## src/rtl/uart_pkg.sv

```systemverilog
// Shared types and helpers for the UART receive path.
package uart_pkg;

  typedef enum logic [2:0] {
    PAR_NONE  = 3'd0,
    PAR_EVEN  = 3'd1,
    PAR_ODD   = 3'd2,
    PAR_MARK  = 3'd3,
    PAR_SPACE = 3'd4
  } parity_mode_t;

  typedef enum logic [2:0] {
    RX_IDLE       = 3'd0,
    RX_START      = 3'd1,
    RX_DATA       = 3'd2,
    RX_PARITY     = 3'd3,
    RX_STOP       = 3'd4,
    RX_STOP2      = 3'd5,
    RX_BREAK_WAIT = 3'd6
  } rx_state_t;

  localparam int unsigned DATA_BITS_MIN = 5;

  function automatic logic maj3(input logic a, input logic b, input logic c);
    return (a & b) | (a & c) | (b & c);
  endfunction

endpackage

```

## src/rtl/uart_baud_tick.sv

```systemverilog
// Oversample tick generator: one-cycle pulse every max(i_div,1) clocks.
module uart_baud_tick (
  input  logic        i_clk,
  input  logic        i_rst,
  input  logic [15:0] i_div,
  output logic        o_tick
);

  logic [15:0] cnt_q;
  logic        tick_q;

  // Free-running down-counter; terminal count reloads and emits the tick.
  always_ff @(posedge i_clk) begin
    if (i_rst) begin
      cnt_q  <= '0;
      tick_q <= 1'b0;
    end else if (cnt_q == 16'd0) begin
      cnt_q  <= (i_div == 16'd0) ? 16'd0 : i_div - 16'd1;
      tick_q <= 1'b1;
    end else begin
      cnt_q  <= cnt_q - 16'd1;
      tick_q <= 1'b0;
    end
  end

  assign o_tick = tick_q;

endmodule

```

## src/rtl/uart_rx_ovs.sv

```systemverilog
// Oversampling UART receiver with majority voting, parity/frame checks,
// break detection and a valid/ready output word with overrun reporting.
//
// state         | meaning
// RX_IDLE       | line idle, waiting for a tick that samples low
// RX_START      | start bit, verified by majority vote at bit centre
// RX_DATA       | collecting the latched number of data bits
// RX_PARITY     | parity bit
// RX_STOP       | first stop bit (break decided here)
// RX_STOP2      | second stop bit when two stop bits are configured
// RX_BREAK_WAIT | break seen, waiting for the line to return high
module uart_rx_ovs
  import uart_pkg::*;
#(
  parameter int DATA_W_MAX  = 9,
  parameter int OVS         = 16,
  parameter int SYNC_STAGES = 2
) (
  input  logic                  i_clk,
  input  logic                  i_rst,
  input  logic [15:0]           i_baud_div,
  input  logic [3:0]            i_data_bits,
  input  parity_mode_t          i_parity_mode,
  input  logic                  i_two_stop,
  input  logic                  i_msb_first,
  input  logic                  i_rx,
  output logic                  o_rx_valid,
  input  logic                  i_rx_ready,
  output logic [DATA_W_MAX-1:0] o_rx_data,
  output logic                  o_parity_error,
  output logic                  o_frame_error,
  output logic                  o_break,
  output logic                  o_overrun,
  output logic                  o_busy
);

  localparam int TW = $clog2(OVS);
  localparam int IW = $clog2(DATA_W_MAX);
  localparam logic [TW-1:0] T_S0   = TW'(OVS/2 - 1);
  localparam logic [TW-1:0] T_S1   = TW'(OVS/2);
  localparam logic [TW-1:0] T_S2   = TW'(OVS/2 + 1);
  localparam logic [TW-1:0] T_LAST = TW'(OVS - 1);

  logic [SYNC_STAGES-1:0] sync_q;
  logic                   rx_s;
  logic                   tick;

  rx_state_t              state_q;
  logic [TW-1:0]          tcnt_q;
  logic [1:0]             smp_q;
  logic [3:0]             bidx_q;
  logic [3:0]             nbits_q;
  parity_mode_t           pmode_q;
  logic                   two_stop_q;
  logic                   msb_q;
  logic [DATA_W_MAX-1:0]  shreg_q;
  logic                   par_q;
  logic                   zero_q;
  logic                   perr_q;
  logic                   ferr_q;

  logic                   valid_q;
  logic [DATA_W_MAX-1:0]  data_q;
  logic                   perr_out_q;
  logic                   ferr_out_q;
  logic                   brk_q;
  logic                   ovr_q;

  logic                   vote;
  logic                   decide;
  logic [3:0]             nbits_c;
  logic [3:0]             pos4;
  logic [IW-1:0]          pos_c;
  logic                   perr_c;
  logic                   fin_c;
  logic                   fin_ferr_c;

  uart_baud_tick u_tick (
    .i_clk  (i_clk),
    .i_rst  (i_rst),
    .i_div  (i_baud_div),
    .o_tick (tick)
  );

  // Resynchronise the asynchronous line; idle level is high.
  always_ff @(posedge i_clk) begin
    if (i_rst) begin
      sync_q <= '1;
    end else begin
      sync_q[0] <= i_rx;
      for (int i = 1; i < SYNC_STAGES; i++) sync_q[i] <= sync_q[i-1];
    end
  end

  assign rx_s = sync_q[SYNC_STAGES-1];

  // Bit vote, config clamp, bit placement, parity check and frame-end detect.
  always_comb begin
    vote   = maj3(smp_q[0], smp_q[1], rx_s);
    decide = tick && (tcnt_q == T_S2);

    if (i_data_bits < 4'(DATA_BITS_MIN))    nbits_c = 4'(DATA_BITS_MIN);
    else if (i_data_bits > 4'(DATA_W_MAX))  nbits_c = 4'(DATA_W_MAX);
    else                                    nbits_c = i_data_bits;

    pos4  = msb_q ? (nbits_q - 4'd1 - bidx_q) : bidx_q;
    pos_c = IW'(pos4);

    case (pmode_q)
      PAR_EVEN:  perr_c = par_q ^ vote;
      PAR_ODD:   perr_c = ~(par_q ^ vote);
      PAR_MARK:  perr_c = ~vote;
      PAR_SPACE: perr_c = vote;
      default:   perr_c = 1'b0;
    endcase

    fin_c      = 1'b0;
    fin_ferr_c = ferr_q;
    if (decide && state_q == RX_STOP && !(zero_q && !vote) && !two_stop_q) begin
      fin_c      = 1'b1;
      fin_ferr_c = ~vote;
    end
    if (decide && state_q == RX_STOP2) begin
      fin_c      = 1'b1;
      fin_ferr_c = ferr_q | ~vote;
    end
  end

  // Receive FSM with registered word, flags and event pulses.
  always_ff @(posedge i_clk) begin
    if (i_rst) begin
      state_q    <= RX_IDLE;
      tcnt_q     <= '0;
      smp_q      <= '0;
      bidx_q     <= '0;
      nbits_q    <= '0;
      pmode_q    <= PAR_NONE;
      two_stop_q <= 1'b0;
      msb_q      <= 1'b0;
      shreg_q    <= '0;
      par_q      <= 1'b0;
      zero_q     <= 1'b0;
      perr_q     <= 1'b0;
      ferr_q     <= 1'b0;
      valid_q    <= 1'b0;
      data_q     <= '0;
      perr_out_q <= 1'b0;
      ferr_out_q <= 1'b0;
      brk_q      <= 1'b0;
      ovr_q      <= 1'b0;
    end else begin
      brk_q <= 1'b0;
      ovr_q <= 1'b0;

      if (valid_q && i_rx_ready) valid_q <= 1'b0;

      // A held, unaccepted word wins over a newly completed one.
      if (fin_c) begin
        if (valid_q && !i_rx_ready) begin
          ovr_q <= 1'b1;
        end else begin
          valid_q    <= 1'b1;
          data_q     <= shreg_q;
          perr_out_q <= perr_q;
          ferr_out_q <= fin_ferr_c;
        end
      end

      if (tick) begin
        tcnt_q <= (tcnt_q == T_LAST) ? '0 : tcnt_q + TW'(1);
        if (tcnt_q == T_S0) smp_q[0] <= rx_s;
        if (tcnt_q == T_S1) smp_q[1] <= rx_s;

        case (state_q)
          RX_IDLE: begin
            tcnt_q <= '0;
            if (!rx_s) begin
              state_q    <= RX_START;
              tcnt_q     <= TW'(1);
              nbits_q    <= nbits_c;
              pmode_q    <= i_parity_mode;
              two_stop_q <= i_two_stop;
              msb_q      <= i_msb_first;
              shreg_q    <= '0;
              bidx_q     <= '0;
              par_q      <= 1'b0;
              zero_q     <= 1'b1;
              perr_q     <= 1'b0;
              ferr_q     <= 1'b0;
            end
          end
          RX_START: begin
            if (tcnt_q == T_S2) state_q <= vote ? RX_IDLE : RX_DATA;
          end
          RX_DATA: begin
            if (tcnt_q == T_S2) begin
              shreg_q[pos_c] <= vote;
              par_q          <= par_q ^ vote;
              zero_q         <= zero_q & ~vote;
              if (bidx_q == nbits_q - 4'd1) begin
                bidx_q  <= '0;
                state_q <= (pmode_q == PAR_NONE) ? RX_STOP : RX_PARITY;
              end else begin
                bidx_q <= bidx_q + 4'd1;
              end
            end
          end
          RX_PARITY: begin
            if (tcnt_q == T_S2) begin
              perr_q  <= perr_c;
              zero_q  <= zero_q & ~vote;
              state_q <= RX_STOP;
            end
          end
          RX_STOP: begin
            if (tcnt_q == T_S2) begin
              if (zero_q && !vote) begin
                brk_q   <= 1'b1;
                state_q <= RX_BREAK_WAIT;
              end else if (two_stop_q) begin
                ferr_q  <= ~vote;
                state_q <= RX_STOP2;
              end else begin
                state_q <= RX_IDLE;
              end
            end
          end
          RX_STOP2: begin
            if (tcnt_q == T_S2) state_q <= RX_IDLE;
          end
          RX_BREAK_WAIT: begin
            tcnt_q <= '0;
            if (rx_s) state_q <= RX_IDLE;
          end
          default: state_q <= RX_IDLE;
        endcase
      end
    end
  end

  assign o_rx_valid     = valid_q;
  assign o_rx_data      = data_q;
  assign o_parity_error = perr_out_q;
  assign o_frame_error  = ferr_out_q;
  assign o_break        = brk_q;
  assign o_overrun      = ovr_q;
  assign o_busy         = (state_q != RX_IDLE);

endmodule

```

## config.mk

```make
export PLATFORM = sky130hd
export DESIGN_NAME = uart_rx_ovs
export DESIGN_NICKNAME = d
export VERILOG_FILES = /design/src/rtl/uart_pkg.sv /design/src/rtl/uart_baud_tick.sv /design/src/rtl/uart_rx_ovs.sv
export SDC_FILE = /design/constraint.sdc
export NUM_CORES = 1
export LEC_CHECK = 0
export CORE_MARGIN = 1
export CORE_UTILIZATION = 57
export DETAILED_ROUTE_END_ITERATION = 6
export HOLD_SLACK_MARGIN = 0.15
export PLACE_DENSITY = 0.84
export SLEW_MARGIN = 0
export SYNTH_ARGS = -nofsm -noshare
export SYNTH_HDL_FRONTEND = slang
export SYNTH_SLANG_ARGS = --single-unit
export TNS_END_PERCENT = 50
```

## constraint.sdc

```tcl
create_clock -name i_clk -period 3.1 [get_ports i_clk]
set_input_delay 0.62 -clock i_clk [delete_from_list [all_inputs] [get_ports i_clk]]
set_output_delay 0.62 -clock i_clk [all_outputs]
set_load 0.02 [all_outputs]
```

# --- Yosys cells after proc, flatten, opt, wreduce, memory -nomap -nowiden ---
# Index checks and enable logic that the tools add are counted.
classes:
  n_reduce_logical: 34
  n_eq_ne: 26
  addsub: 6
  mux: 54
  order_cmp: 4
  bitwise_logic: 16
op_table:
  columns: ["operator", "count"]
  rows:
  - ["3-bit two-way mux", 11]
  - ["16-bit logical NOT", 2]
  - ["16-bit two-way mux", 2]
  - ["16-bit by 1-bit subtractor with 16-bit output, second input constant", 2]
  - ["4-bit two-way mux", 7]
  - ["3-bit case mux with 7 select lines", 1]
  - ["1-bit two-way mux", 20]
  - ["9-bit two-way mux", 2]
  - ["9-bit case mux with 2 select lines", 1]
  - ["2-bit inequality test, second input constant", 8]
  - ["4-bit case mux with 2 select lines", 2]
  - ["3-bit by 2-bit equality test with 1-bit output, second input constant", 4]
  - ["3-bit equality test, second input constant", 4]
  - ["4-bit equality test, second input constant", 3]
  - ["4-bit AND reduction", 3]
  - ["9-bit bitwise mux", 1]
  - ["1-bit logical AND", 9]
  - ["9-bit AND reduction", 1]
  - ["4-bit by 1-bit adder with 4-bit output, second input constant", 2]
  - ["1-bit NOT", 8]
  - ["1-bit case mux with 2 select lines", 4]
  - ["2-bit nonzero test", 4]
  - ["3-bit by 1-bit equality test with 1-bit output, second input constant", 2]
  - ["3-bit logical NOT", 2]
  - ["22 further kinds", 35]
totals:
  register_bits: 68
  in_bits: 29
  word_cells: 163
  output_inout_bits: 15

# --- Depth between registers and ports, before layout ---
logic_depth:
  ltp_word: 12
  ltp_mapped: 11
  mapped_depth_nobuf: 10

# --- By module ---
# A second synthesis with hierarchy kept.
unflattened:
  hier_cells: 478
  area_unflattened_um2: 3849.9
by_module_without_submodules:
  columns: ["module", "seq_area_each_um2", "n_inst", "cells_per_inst", "area_per_inst_um2"]
  rows:
  - ["uart_rx_ovs", 1021.0, 1, 332, 2691.3]
  - ["uart_baud_tick", 340.3, 1, 146, 1158.6]

# --- Worst setup path after synthesis ---
# No wires, ideal clock.
synth_path:
  path_type: "register to register"
  from: "register nbits_q[0]"
  to: "register shreg_q[2]"
  path_buffers: 1
  t_arrival_ns: 2.275
  required_time_ns: 2.976
  setup_ns: 0.124
  slack_ns: 0.702
  period_less_slack_ns: 2.398
  path_stages_with_launch: 11
  cell_sequence: "dfxtp_1 inv_1 ha_1 fa_1 xnor2_1 a211o_1 mux2i_1 or2_1 clkbuf_1 nor3b_1 o21ai_0"
synth_via:
  elab_chain_len: 10
  elab_cells_between_ends: 11
  classes_between: "add/sub (2); order compare (2); mux (6); reduce/logical (1)"
synth_rtl:
  columns: ["item", "line", "text"]
  rows:
  - ["start: declaration", "uart_rx_ovs.sv:52", "logic [3:0] nbits_q;"]
  - ["start signal: assignment", "uart_rx_ovs.sv:180", "nbits_q <= nbits_c;"]
  - ["4-bit by 1-bit subtractor with 4-bit output (*)", "uart_rx_ovs.sv:106", "pos4 = msb_q ? (nbits_q - 4'd1 - bidx_q) : bidx_q;"]
  - ["4-bit subtractor (*)", "uart_rx_ovs.sv:106", null]
  - ["4-bit two-way mux (*)", "uart_rx_ovs.sv:106", null]
  - ["4-bit by 5-bit < comparator with 1-bit output (not written as such) or 4-bit by 1-bit >= comparator with 1-bit output (tied branches)", "uart_rx_ovs.sv:197", "shreg_q[pos_c] <= vote;"]
  - ["1-bit logical AND (not written as such)", "uart_rx_ovs.sv:197", null]
  - ["1-bit two-way mux (not written as such)", "uart_rx_ovs.sv:197", null]
  - ["1-bit demux with 4-bit select (*)", "uart_rx_ovs.sv:197", null]
  - ["9-bit bitwise mux (*)", "uart_rx_ovs.sv:197", null]
  - ["9-bit two-way mux (*)", "uart_rx_ovs.sv:196", "if (tcnt_q == T_S2) begin"]
  - ["9-bit case mux with 2 select lines (*)", "uart_rx_ovs.sv:174", "case (state_q)"]
  - ["end signal: indexed assignment", "uart_rx_ovs.sv:197", null]
  - ["end: declaration", "uart_rx_ovs.sv:56", "logic [DATA_W_MAX-1:0] shreg_q;"]
# Every way passes the cells marked *; elsewhere a longest branch is shown, timed or not. The select of a mux whose other input is x is not followed.
# A chain may end at the register's enable or synchronous reset.

# --- Worst setup path in the final report ---
layout_path:
  from: "register nbits_q[0]"
  to: "register shreg_q[8]"
# Same word-level chain as after synthesis.

==> flow_summary.yaml <==
cts:
  path_clk_slew_ns: 0.07
  cts.path.max_buffers: 2
  cts_setup_buffers: 0
  cts_tree: "built"
  htree_levels: 3
  cts_inserted_buffers: 9
  insertion_delay_ns: 0.35
  ctsHoldBuffers: 0
  cts_root_buffer: "clkbuf_8"
  cts_resized: 0
  numClockSinks: 68
finish:
  utilization_pct: 70.2
  syn2layout_area_growth_pct: 15.7
  finish.instance_area_um2: 4560
  stdcell_count: 609
  n_antenna_cell: 0
  layout-drive-gt1-share_pct: 5.64
  fin_nets: 569
synth:
  synth-main-ff-cell: "dfxtp_1"
  syn-instance-count: 493
  avgSynthCellArea_um2: 7.99
  synth_area_um2: 3940
  synth_area_leaders: "dfxtp_1 (35%), nor2_1 (5.5%), nand2_1 (4.8%)"
  ys_seq_area_share_pct: 34.6
  yosysWarnings: 0
  synth_top_area_share_pct: 34.6
  syn-num-nets: 535
  synth_cell_type_count: 65
  yosysTopAreaCell: "dfxtp_1"
  synth-async-reset-ratio_pct: 0
  synth_seq_cells: 68
  synth_edf_count: 0
floorplanning:
  die_h_um: 85.1
  start_util_pct: 60.7
  ios: 44
  num_rows: 29
  die_area_um2: 7250
  fp.dieW_um: 85.1
  core_um2: 6490
worst_setup_path:
  rr_worst_depth: 9
  arrival_ns: 2.87
  worstSetupStartpoint: "nbits_q[0]$_SDFFE_PP0P_"
  cp.required_ns: 3.38
  rrSetupSlack_ns: 0.51
  r2r_start: "nbits_q[0]$_SDFFE_PP0P_"
  cp-endpoint: "shreg_q[8]$_SDFFE_PP0P_"
  rr_endpoint: "shreg_q[8]$_SDFFE_PP0P_"
  path_class: "reg2reg"
  cp_max_fo: 4
  cp-end-kind: "flip-flop"
  cp-start-kind: "flip-flop"
placed_design:
  port-buffer-count: 43
  preCtsSetupSlack_ns: 0.220
  place_area_um2: 4390
  dp_cells: 593
  hpwl_um: 6670
  gp_congestion: 0.942
grt:
  antenna_found_initial: 0
  grt.total_usage_pct: 27.0
  grt_pass1_wl_um: 15600
  grt_pass1_vias: 3499
  grt_max_degree: 31
  grt_overflow: 0
drt:
  ant_nets: 0
  first_iter_violations: 233
  drtPass1Iterations: 5
  viasPerCell: 5.96
  drcViolationCount: 0
  finalWirelength_um: 9130
  vias: 3629
  wl_per_cell_um: 15.0
sta:
  final.setup_skew_ns: 0.00912
  slew_violations: 0
  fmax_mhz: 386
  period_minus_slack_ns: 2.59
  worst_slew_pin_slew_ns: 0.969
  rsz0062_at_grt: "no"
  fin_ws_ns: 0.511
  slew-limit-headroom_pct: 35.1
  final-hold-violation-count: 0
  setup_viol: 0
  fin_crit_sh_pct: 83.5
  tns_ns: 0
flow_run:
  drv_cap: 0
power:
  p_per_area_nw_per_um2: 542
  irDropWorstVdd_mv: 0.404
  static-leakage-power_nw: 1.73
status:
  status: "completed"
min_path:
  hold_class: "reg2reg"
## worst max-delay path, stage by stage (launching register included)
cell and delay, ns:
dfxtp_1 0.37, inv_1 0.08, ha_1 0.34, fa_1 0.57
nand3_1 0.13, o22ai_1 0.25, nand2b_1 0.08, a211oi_1 0.26
mux2_2 0.37, nor2_1 0.08
## area by class of cell
| class | instances | area (um^2) |
|---|---|---|
| Multi-Input combinational cell | 380 | 2410 |
| Clock buffer | 14 | 153 |
| Fill cell | 552 | 1940 |
| Sequential cell | 68 | 1360 |
| Tap cell | 77 | 96.3 |
| Timing Repair Buffer | 46 | 448 |
| Inverter | 22 | 82.6 |
| Clock inverter | 2 | 10.0 |
## power by group
group / internal, mW / total, mW / switching, mW
clock network: 0.311 / 0.633 / 0.322
logic: 0.329 / 0.768 / 0.439
registers: 0.973 / 1.07 / 0.0972
total: 1.61 / 2.47 / 0.858
## routing by layer
layer  routed length [um]  GRT usage, %
met2                 4290          46.7
met1                 4140          32.7
met5                    0             0
met4                  248          13.9
met3                  451          3.89
## how the worst min path moves through the flow
stage | from | end | slack, ns | depth (start not counted)
final | sync_q[0]$_SDFF_PP1_ | sync_q[1]$_SDFF_PP1_ | 0.41 | 1
after global routing | sync_q[0]$_SDFF_PP1_ | sync_q[1]$_SDFF_PP1_ | 0.43 | 1
after CTS | sync_q[0]$_SDFF_PP1_ | sync_q[1]$_SDFF_PP1_ | 0.40 | 1
after detailed placement | sync_q[0]$_SDFF_PP1_ | sync_q[1]$_SDFF_PP1_ | 0.39 | 1
after global placement | sync_q[0]$_SDFF_PP1_ | sync_q[1]$_SDFF_PP1_ | 0.40 | 1
after floorplan | sync_q[0]$_SDFF_PP1_ | sync_q[1]$_SDFF_PP1_ | 0.39 | 1
## per-stage QoR
step | total power [mW] | hold WS [ns]
finish | 2.47 | 0.410
global route | 2.61 | 0.428
CTS | 2.46 | 0.401
detailed placement | 1.84 | 0.394
global placement | 1.80 | 0.398
floorplan | 1.66 | 0.389
## registers in the layout (all words and copies together) (netlist names)
| name | cells |
|---|---|
| o_frame_error | 1 |
| zero_q | 1 |
| o_overrun | 1 |
| o_parity_error | 1 |
| ferr_q | 1 |
| o_rx_data | 9 |
| sync_q | 2 |
| o_rx_valid | 1 |
| bidx_q | 4 |
| pmode_q | 3 |
| tcnt_q | 4 |
| u_tick.o_tick | 1 |
| smp_q | 2 |
| u_tick.cnt_q | 16 |
| perr_q | 1 |
| msb_q | 1 |
| o_break | 1 |
| two_stop_q | 1 |
| par_q | 1 |
| shreg_q | 9 |
| nbits_q | 4 |
| state_q | 3 |
## logic make-up (layout without fill, tap and decap cells)
| logic type | count (synthesis) | after routing | synth area share [%] |
|---|---|---|---|
| compound gates | 111 | 111 | 17.8 |
| xor+xnor | 30 | 30 | 6.86 |
| fa+ha+maj | 14 | 14 | 4.57 |
| buf+inv | 45 | 84 | 4.38 |
| flops | 68 | 68 | 34.6 |
| mux | 20 | 20 | 5.14 |
| simple gates | 205 | 205 | 26.6 |
## cells in the final DEF (no fill, tap or decap), types with 6 or more instances in the layout
| cell type | instances |
|---|---|
| o21ai_1 | 7 |
| a21oi_1 | 36 |
| o21ai_0 | 19 |
| nand2_1 | 50 |
| nand2b_1 | 7 |
| clkbuf_8 | 10 |
| a211oi_1 | 6 |
| dfxtp_1 | 68 |
| nand3_1 | 15 |
| clkdlybuf4s50_1 | 42 |
| nor3_1 | 27 |
| mux2i_1 | 18 |
| ha_1 | 12 |
| xnor2_1 | 16 |
| nor2_1 | 58 |
| inv_1 | 22 |
| xor2_1 | 13 |
## cells in the mapped netlist (4+ instances only)
cell,instances
nor3_1,27
inv_1,22
a21oi_1,36
dfxtp_1,68
nor3b_1,5
o21ai_1,7
clkbuf_1,19
xnor2_1,16
o21ai_0,19
o31ai_1,5
mux2i_1,18
nand2_1,50
nor2_1,58
a21o_1,4
a31oi_1,5
or3_1,5
nand3_1,15
o211ai_1,5
xor2_1,13
ha_1,12
nor4_1,5
a211oi_1,6
nand2b_1,7
Power figures use the tool's default switching activity.
